### config.mk
export PLATFORM = sky130hd
export DESIGN_NAME = snake_score_counter
export DESIGN_NICKNAME = d
export VERILOG_FILES = /design/src/rtl/snake_pkg.sv /design/src/rtl/snake_bcd_digit_add.sv /design/src/rtl/snake_score_counter.sv
export SDC_FILE = /design/constraint.sdc
export NUM_CORES = 1
export LEC_CHECK = 0
export ABC_CLOCK_PERIOD_IN_PS = 5470
export BUFFER_PORTS_ARGS = -buffer_cell sky130_fd_sc_hd__buf_2
export CORE_ASPECT_RATIO = 0.8
export CORE_MARGIN = 2
export CORE_UTILIZATION = 45
export CTS_CLUSTER_DIAMETER = 200
export DETAILED_ROUTE_END_ITERATION = 12
export GPL_ROUTABILITY_DRIVEN = 0
export GPL_TIMING_DRIVEN = 0
export MAX_ROUTING_LAYER = met4
export SLEW_MARGIN = 20
export SYNTH_ARGS = -nofsm -noshare
export SYNTH_HDL_FRONTEND = slang
export SYNTH_SLANG_ARGS = --single-unit
### constraint.sdc
create_clock -name i_Clk -period 5.47 [get_ports i_Clk]
set_input_delay 0.8205 -clock i_Clk [delete_from_list [all_inputs] [get_ports i_Clk]]
set_output_delay 0.8205 -clock i_Clk [all_outputs]
set_load 0.01 [all_outputs]
### src/rtl/snake_pkg.sv
// Shared types and constants for the snake score counter.
//   state_t    : controller states (IDLE / ADD / HISCORE)
//   BCD_MAX    : saturation value of the packed 4-digit BCD score
//   BCD_ZERO   : cleared score value
//   NUM_DIGITS : number of BCD digits processed by the serial adder
package snake_pkg;

  typedef enum logic [1:0] {
    ST_IDLE    = 2'd0,
    ST_ADD     = 2'd1,
    ST_HISCORE = 2'd2
  } state_t;

  localparam logic [15:0] BCD_MAX    = 16'h9999;
  localparam logic [15:0] BCD_ZERO   = 16'h0000;
  localparam int          NUM_DIGITS = 4;

endpackage

### src/rtl/snake_bcd_digit_add.sv
// Single-digit BCD adder, purely combinational.
//   digit_a   : input BCD digit (0..9)
//   addend    : BCD digit to add (0..9)
//   carry_in  : carry from the lower digit
//   digit_sum : resulting BCD digit
//   carry_out : decimal carry into the next digit
module snake_bcd_digit_add (
  input  logic [3:0] digit_a,
  input  logic [3:0] addend,
  input  logic       carry_in,
  output logic [3:0] digit_sum,
  output logic       carry_out
);

  logic [4:0] raw_sum;
  logic [4:0] adj_sum;

  always_comb begin
    raw_sum = {1'b0, digit_a} + {1'b0, addend} + {4'b0000, carry_in};
    adj_sum = raw_sum - 5'd10;
    // Maximum raw sum is 9+9+1 = 19, so one subtraction of ten suffices.
    if (raw_sum > 5'd9) begin
      digit_sum = adj_sum[3:0];
      carry_out = 1'b1;
    end else begin
      digit_sum = raw_sum[3:0];
      carry_out = 1'b0;
    end
  end

endmodule

### src/rtl/snake_score_counter.sv
// Running score and session high score for the snake game, packed 4-digit BCD.
// Each eat pulse adds POINTS through a digit-serial adder (one digit per
// cycle), so o_Score only changes when a whole add commits. Eats arriving
// while busy are queued in a small pending counter.
//   i_Clk        : system clock
//   i_Reset      : synchronous active-high reset, clears everything
//   i_Eat        : one-cycle pulse, add POINTS
//   i_Clear      : new-game pulse, clears score and queue, keeps high score
//   o_Score      : committed score (packed BCD)
//   o_HighScore  : highest committed score since reset (packed BCD)
//   o_Busy       : controller not idle
//   o_Saturated  : o_Score is 9999
//   o_Dropped    : one-cycle pulse when an eat is lost to a full queue
module snake_score_counter
  import snake_pkg::*;
#(
  parameter int         SCORE_WIDTH   = 16,
  parameter logic [7:0] POINTS        = 8'h01,
  parameter int         PENDING_WIDTH = 3
) (
  input  logic                   i_Clk,
  input  logic                   i_Reset,
  input  logic                   i_Eat,
  input  logic                   i_Clear,
  output logic [SCORE_WIDTH-1:0] o_Score,
  output logic [SCORE_WIDTH-1:0] o_HighScore,
  output logic                   o_Busy,
  output logic                   o_Saturated,
  output logic                   o_Dropped
);

  localparam logic [1:0] LAST_DIGIT = 2'(NUM_DIGITS - 1);

  state_t                   state_q, state_d;
  logic [SCORE_WIDTH-1:0]   work_q;
  logic [1:0]               digit_idx_q;
  logic                     carry_q;
  logic [PENDING_WIDTH-1:0] pending_q;
  logic [SCORE_WIDTH-1:0]   score_q;
  logic [SCORE_WIDTH-1:0]   high_q;
  logic                     sat_q;
  logic                     drop_q;

  // Controller decisions
  logic start_add;
  logic commit;
  logic pend_inc;
  logic pend_dec;
  logic drop;

  // Shared digit adder datapath
  logic [3:0]             digit_base;
  logic [3:0]             work_digit;
  logic [3:0]             addend;
  logic [3:0]             sum_digit;
  logic                   carry_out;
  logic [SCORE_WIDTH-1:0] commit_value;

  assign digit_base = {digit_idx_q, 2'b00};
  assign work_digit = work_q[digit_base +: 4];

  always_comb begin
    case (digit_idx_q)
      2'd0:    addend = POINTS[3:0];
      2'd1:    addend = POINTS[7:4];
      default: addend = 4'd0;
    endcase
  end

  snake_bcd_digit_add u_digit_add (
    .digit_a   (work_digit),
    .addend    (addend),
    .carry_in  (carry_q),
    .digit_sum (sum_digit),
    .carry_out (carry_out)
  );

  // A carry out of the thousands digit means the true sum exceeds 9999.
  assign commit_value = carry_out ? BCD_MAX : {sum_digit, work_q[SCORE_WIDTH-5:0]};

  wire pending_full = (pending_q == {PENDING_WIDTH{1'b1}});

  always_comb begin
    // NOTE: every combinational output gets a default first, so no path
    // through the case leaves a signal unassigned and infers a latch.
    state_d   = state_q;
    start_add = 1'b0;
    commit    = 1'b0;
    pend_inc  = 1'b0;
    pend_dec  = 1'b0;
    drop      = 1'b0;
    case (state_q)
      ST_IDLE: begin
        if (i_Eat) begin
          state_d   = ST_ADD;
          start_add = 1'b1;
        end
      end
      ST_ADD: begin
        pend_inc = i_Eat && !pending_full;
        drop     = i_Eat && pending_full;
        if (digit_idx_q == LAST_DIGIT) begin
          commit  = 1'b1;
          state_d = ST_HISCORE;
        end
      end
      ST_HISCORE: begin
        // An eat arriving here is consumed by the restart directly, which is
        // the same as queueing it and dequeuing one entry in the same cycle.
        if (i_Eat || pending_q != '0) begin
          state_d   = ST_ADD;
          start_add = 1'b1;
          pend_dec  = !i_Eat;
        end else begin
          state_d = ST_IDLE;
        end
      end
      default: state_d = ST_IDLE;
    endcase
  end

  always_ff @(posedge i_Clk) begin
    // NOTE: sequential state is updated with non-blocking assignments so all
    // registers see the pre-edge values of each other, like real flops.
    if (i_Reset || i_Clear) state_q <= ST_IDLE;
    else                    state_q <= state_d;
  end

  always_ff @(posedge i_Clk) begin
    if (i_Reset) begin
      work_q      <= BCD_ZERO;
      digit_idx_q <= 2'd0;
      carry_q     <= 1'b0;
      pending_q   <= '0;
      score_q     <= BCD_ZERO;
      high_q      <= BCD_ZERO;
      sat_q       <= 1'b0;
      drop_q      <= 1'b0;
    end else if (i_Clear) begin
      work_q      <= BCD_ZERO;
      digit_idx_q <= 2'd0;
      carry_q     <= 1'b0;
      pending_q   <= '0;
      score_q     <= BCD_ZERO;
      sat_q       <= 1'b0;
      drop_q      <= 1'b0;
    end else begin
      drop_q <= drop;

      if (start_add) begin
        work_q      <= score_q;
        digit_idx_q <= 2'd0;
        carry_q     <= 1'b0;
      end else if (state_q == ST_ADD) begin
        work_q[digit_base +: 4] <= sum_digit;
        carry_q                 <= carry_out;
        digit_idx_q             <= digit_idx_q + 2'd1;
      end

      if (commit) begin
        score_q <= commit_value;
        sat_q   <= (commit_value == BCD_MAX);
      end

      // Packed BCD orders the same way as unsigned binary.
      if (state_q == ST_HISCORE && score_q > high_q) high_q <= score_q;

      if (pend_inc)      pending_q <= pending_q + 1'b1;
      else if (pend_dec) pending_q <= pending_q - 1'b1;
    end
  end

  assign o_Score     = score_q;
  assign o_HighScore = high_q;
  assign o_Busy      = (state_q != ST_IDLE);
  assign o_Saturated = sat_q;
  assign o_Dropped   = drop_q;

endmodule

* Yosys cells after proc, flatten, opt, wreduce, memory -nomap -nowiden
Index checks and enable logic that the tools add are counted.
Storage, ports and cells: logic and storage cells 69, register bits 58, output and inout port bits 35, input port bits 4
Operators by class: reduce and logical (&&, ||, !) cells 18, bitwise gates (word level) 2, $lt $le $gt $ge 2, add/sub/neg operators 7, equal/unequal tests 7, shift operators 3, muxes and demuxes 21
Operator list (count):
- $mux 16 | 3
- $bwmux 16 | 1
- $eq 16x16->1 const B | 1
- $gt 16x16->1 | 1
- $shift 4x6->16 const A | 1
- $shiftx 16x5->4 | 1
- $shiftx 4x6->16 | 1
- $mux 1 | 10
- $mux 3 | 2
- $neg 4->6 | 1
- $pmux 2 s3 | 1
- $reduce_bool 2->1 | 3
- $reduce_or 3->1 | 2
- $add 4x1->5 | 1
- $add 5x1->5 | 1
- $gt 5x4->1 const B | 1
- $eq 2x2->1 const B | 2
- $logic_not 2->1 | 2
- $mux 2 | 2
- $mux 4 | 1
- $ne 2x2->1 const B | 2
- $reduce_and 2->1 | 2
- $sub 4x4->4 const B | 1
- $add 3x1->3 const B | 1
- 11 further kinds | 16

* Logic depth before layout (Yosys ltp)
depth after elaboration 10, mapped depth 14

* Modules after synthesis
A second synthesis with hierarchy kept.
Unflattened totals: cells, all modules 365, area total of the unflattened synthesis 3266.9 um^2
Modules (own cells, without submodules):
- snake_score_counter | cells an instance 343, instances 1, sequential area each 1161.1 um^2, area each 3055.4 um^2
- snake_bcd_digit_add | cells an instance 22, instances 1, sequential area each 0.0 um^2, area each 211.5 um^2

* Worst setup path after synthesis
Ideal clock, no wire load.
path type register to register, start register digit_idx_q[0], end register work_q[13], data arrival time 3.350 ns, stages on the path, launching flop included 13, path slack 2.034 ns, cell sequence dfxtp_1 -> buf_6 -> mux4_1 -> fa_1 -> ha_1 -> nand2b_1 -> nand2_1 -> o21ai_2 -> a21bo_4 -> buf_6 -> ha_1 -> a2bb2oi_1 -> a211oi_1
Between the ends: word-level cells in the longest chain between the ends 10
Ends and longest elaborated chain:
- start, declared | line snake_score_counter.sv:36 | logic [1:0] digit_idx_q;
- start signal, assigned | line snake_score_counter.sv:157 | digit_idx_q <= digit_idx_q + 2'd1;
- branches (longest 7 deep; another with $add 4x1->5)
- $bwmux 16 (*) | line snake_score_counter.sv:155 | work_q[digit_base +: 4] <= sum_digit;
- $mux 16 (*) | line snake_score_counter.sv:154 | end else if (state_q == ST_ADD) begin
- $mux 16 (*) | line snake_score_counter.sv:150 | if (start_add) begin
- end signal, assigned | line snake_score_counter.sv:151 | work_q <= score_q;
- end signal, assigned by index | line snake_score_counter.sv:155
- end, declared | line snake_score_counter.sv:35 | logic [SCORE_WIDTH-1:0] work_q;
Mark *: on every way between the ends. The select of a mux whose other input is x is not followed. A chain may end at the register's enable or synchronous reset.

* Worst setup path after layout
start register digit_idx_q[0], end register sat_q, in the netlist o_Saturated
Between the ends: word-level cells in the longest chain between the ends 8
Ends and longest elaborated chain:
- branches (longest 2 deep; another with $shiftx 16x5->4)
- $add 4x1->5 (*) | line snake_bcd_digit_add.sv:19 | raw_sum = {1'b0, digit_a} + {1'b0, addend} + {4'b0000, carry_in};
- $add 5x1->5 (*) | line snake_bcd_digit_add.sv:19
- $sub 4x4->4 or $gt 5x4->1 (tied branches) | line snake_bcd_digit_add.sv:20, snake_bcd_digit_add.sv:22
- $mux 4 or $mux 1 (tied branches) | line snake_bcd_digit_add.sv:22 | if (raw_sum > 5'd9) begin
- $mux 16 (*) | line snake_score_counter.sv:79 | assign commit_value = carry_out ? BCD_MAX : {sum_digit, work_q[SCORE_WIDTH-5:0]};
- net commit_value[13] | line snake_score_counter.sv:57 | logic [SCORE_WIDTH-1:0] commit_value;
- $eq 16x16->1 (*) | line snake_score_counter.sv:162 | sat_q <= (commit_value == BCD_MAX);
- end signal, assigned | line snake_score_counter.sv:162
- end, declared | line snake_score_counter.sv:41 | logic sat_q;
Mark *: on every way through the listed nets, which the timed path passes.

==> results.json <==
{
  "outcome": "finished clean",
  "synth_compound_area_share_pct": 17.55,
  "crit_required_ns": 5.71,
  "path_cells": "buf_6 > mux4_1 > fa_1 > ha_1 > nand2b_1 > nand2_1 > o21ai_2 > a21bo_4 > buf_6 > ha_1 > nor3_1 > o41ai_1 > o31ai_1",
  "syn_area_um2": 3436,
  "cp_max_fo": 10,
  "max_slew_margin_pct": 40.07,
  "synth_fp_nets": 426,
  "synthSimpleGateAreaFrac_pct": 23.42,
  "grt_max_degree": 11,
  "ys_ff_latch": 58,
  "cp-start-kind": "register",
  "drt.antenna.violating_nets": 0,
  "timing.fmax_mhz": 254.3,
  "cts_buffers": 9,
  "firstDrtPassIters": 7,
  "place.port_buffers": 38,
  "clock-sinks": 58,
  "hold_viol_final": 0,
  "cp-end-kind": "register",
  "drv_slew": 0,
  "antenna_cells": 0,
  "critPathMaxStageDelay_ns": 0.61,
  "post_dp_cell_area_um2": 3757,
  "synthAdderAreaFrac_pct": 10.27,
  "num_rows": 28,
  "skew_ns": 0.009409,
  "cts_max_level": 3,
  "seq_area_um2": 1161,
  "synth_ff_type": "dfxtp_1",
  "synth_top_family_by_area": "simple AND/OR/NAND/NOR gates",
  "tns_ns": 0,
  "yosysTopAreaCellShare_pct": 33.79,
  "synth-xor-area-share_pct": 1.020,
  "synthCells": 395,
  "fillCellCount": 715,
  "worst-setup-path-type": "reg2reg",
  "yosysWarnings": 0,
  "route.vias.total": 3135,
  "routed_wirelength_mm": 9.798,
  "synth_cell_types": 57,
  "dp.final_hpwl_mm": 7.287,
  "drc_errors": 0,
  "area_growth_pct": 16.02,
  "die_y_um": 82.16,
  "arrival_ns": 4.18,
  "max_cap_viol_count": 0,
  "multi_input_area_um2": 2086,
  "nets": 475,
  "drive_above_1_share_pct": 16.04,
  "grt_pass1_vias": 2865,
  "ir_worst_vdd_v": 0.0001709,
  "rsz0062_at_grt": "false",
  "clk_path_buf_depth": 2,
  "synth_top_cell_by_area": "dfxtp_1",
  "power_density_nw_per_um2": 235.7,
  "drt-initial-drc-count": 260,
  "syn_area_per_cell_um2": 8.698,
  "grt_usage_pct": 25.39,
  "dieArea_um2": 8354,
  "async_flop_share_pct": 0,
  "detail_route.wl_per_cell_um": 17.69,
  "design_area_um2": 3986,
  "clk_latency_ns": 0.34,
  "core_um2": 7392,
  "post_cts_buffers": 0,
  "overflow": 0,
  "cts_root_buffer": "clkbuf_8",
  "clk_pin_slew_worst_paths_ns": 0.07,
  "crit_path_top_delay_cell": "mux4_1",
  "min_period_ns": 3.932,
  "seq_area_frac_synth_pct": 33.79,
  "cpLargestDelayFamily": "adder cells",
  "hold_ws_ns": 0.4836,
  "fp.dieW_um": 101.7,
  "hold_path_class": "reg2reg",
  "cts_hold_repair.buffers": 0,
  "worst_slew_pin_slew_ns": 0.8895,
  "min_period_over_period_pct": 71.89,
  "synth_edf_count": 0,
  "grt_pass1_wl_mm": 15.60,
  "p_leak_nw": 1.550,
  "cp_num_buf_inv": 2,
  "ys_top_cells_by_area": "dfxtp_1, ha_1, nand2b_1",
  "initial_core_util_pct": 46.48,
  "io_pins": 39,
  "setup_viol": 0,
  "routed_via_density": 5.659,
  "cts_tree": "yes",
  "synthMuxAreaShare_pct": 8.449,
  "power_uw": 939.8,
  "antenna_found_initial": 0,
  "cts_resized": 0
}
## cell families (layout without fill, tap and decap cells)
family / after synthesis / after routing
and+or+nand+nor: 153 / 153
AOI/OAI and AO/OA: 86 / 86
DFF: 58 / 58
buffers and inverters: 45 / 99
adders and majority gates: 27 / 27
muxes: 22 / 22
xor gates and xnor gates: 4 / 4
## placed cells by master, fill, tap and decap left out, types with 3 or more instances in the layout
| cell type | n |
|---|---|
| a211oi_1 | 4 |
| a21oi_1 | 23 |
| a31oi_1 | 5 |
| a32o_1 | 6 |
| and3_1 | 13 |
| buf_2 | 39 |
| clkbuf_1 | 14 |
| clkbuf_8 | 11 |
| dfxtp_1 | 58 |
| ha_1 | 25 |
| inv_1 | 25 |
| mux2i_1 | 17 |
| mux4_2 | 3 |
| nand2_1 | 28 |
| nand2b_1 | 40 |
| nand3_1 | 11 |
| nand4_1 | 7 |
| nor2_1 | 32 |
| nor2b_1 | 3 |
| nor3_1 | 5 |
| nor4_1 | 4 |
| o21ai_0 | 13 |
| o22a_1 | 3 |
| o22ai_1 | 8 |
| xnor2_1 | 4 |
## metal layers
layer / wire length [µm] / vias up / GRT usage (%) / share of wire [%]
met2: 3971 / 109 / 35.00 / 41
met3: 684 / 15 / 5.976 / 7.0
met5: 0 / - / - / 0
met1: 4959 / 1490 / 36.46 / 51
li1: - / 1521 / - / -
met4: 184 / 0 / 7.973 / 1.9
## layout make-up
type,instances,share of cell area [%]
Sequential cell,58,29.13
Inverter,27,2.542
Clock inverter,4,1.852
Buffer,18,2.197
Timing Repair Buffer,38,4.771
Tap cell,105,3.296
Multi-Input combinational cell,292,52.32
Clock buffer,12,3.892
## cell usage after synthesis (3+ instances only)
cell type / n
a31oi_1: 5
nor2b_1: 3
clkbuf_1: 13
nand3_1: 11
nand2b_1: 40
mux2i_1: 17
inv_1: 25
a32o_1: 6
nor3_1: 5
mux4_2: 3
nand4_1: 7
xnor2_1: 4
nor4_1: 4
dfxtp_1: 58
o21ai_0: 13
nand2_1: 28
o22ai_1: 8
nor2_1: 32
a21oi_1: 23
a211oi_1: 4
and3_1: 13
ha_1: 25
o22a_1: 3
## worst min-delay path: stages (launching register included)
cell     delay, ns
dfxtp_1       0.31
nand3_1       0.06
o31ai_1       0.07
## power by group
| group | leakage, nW | switching, mW | internal [mW] |
|---|---|---|---|
| Combinational | 0.966 | 0.0336 | 0.0183 |
| Clock | 0.117 | 0.179 | 0.282 |
| Sequential | 0.468 | 0.00317 | 0.424 |
## worst paths after layout
path	startpoint	to	slack, ns	depth (start not counted)
hold / removal	o_Saturated	o_Saturated	0.48	2
setup / recovery	digit_idx_q[0]	o_Saturated	1.54	13
hold reg to reg	o_Saturated	o_Saturated	0.48	2
setup reg to reg	digit_idx_q[0]	o_Saturated	1.54	13
## flip-flops by register name (all words and copies together) (netlist names)
name / cells
carry_q: 1
digit_idx_q: 2
o_Dropped: 1
o_HighScore: 16
o_Saturated: 1
o_Score: 16
pending_q: 3
state_q: 2
work_q: 16
## stage by stage
stage / setup WS, ns / utilization, % / cells
2_1_floorplan: 2.034 / - / 395
3_3_place_gp: 1.602 / 50.83 / 538
3_5_place_dp: 1.610 / 50.83 / 538
4_1_cts: 1.571 / 53.93 / 554
5_1_grt: 1.316 / 53.93 / 554
6_report: 1.538 / 53.93 / 554
Power figures use the tool's default switching activity.
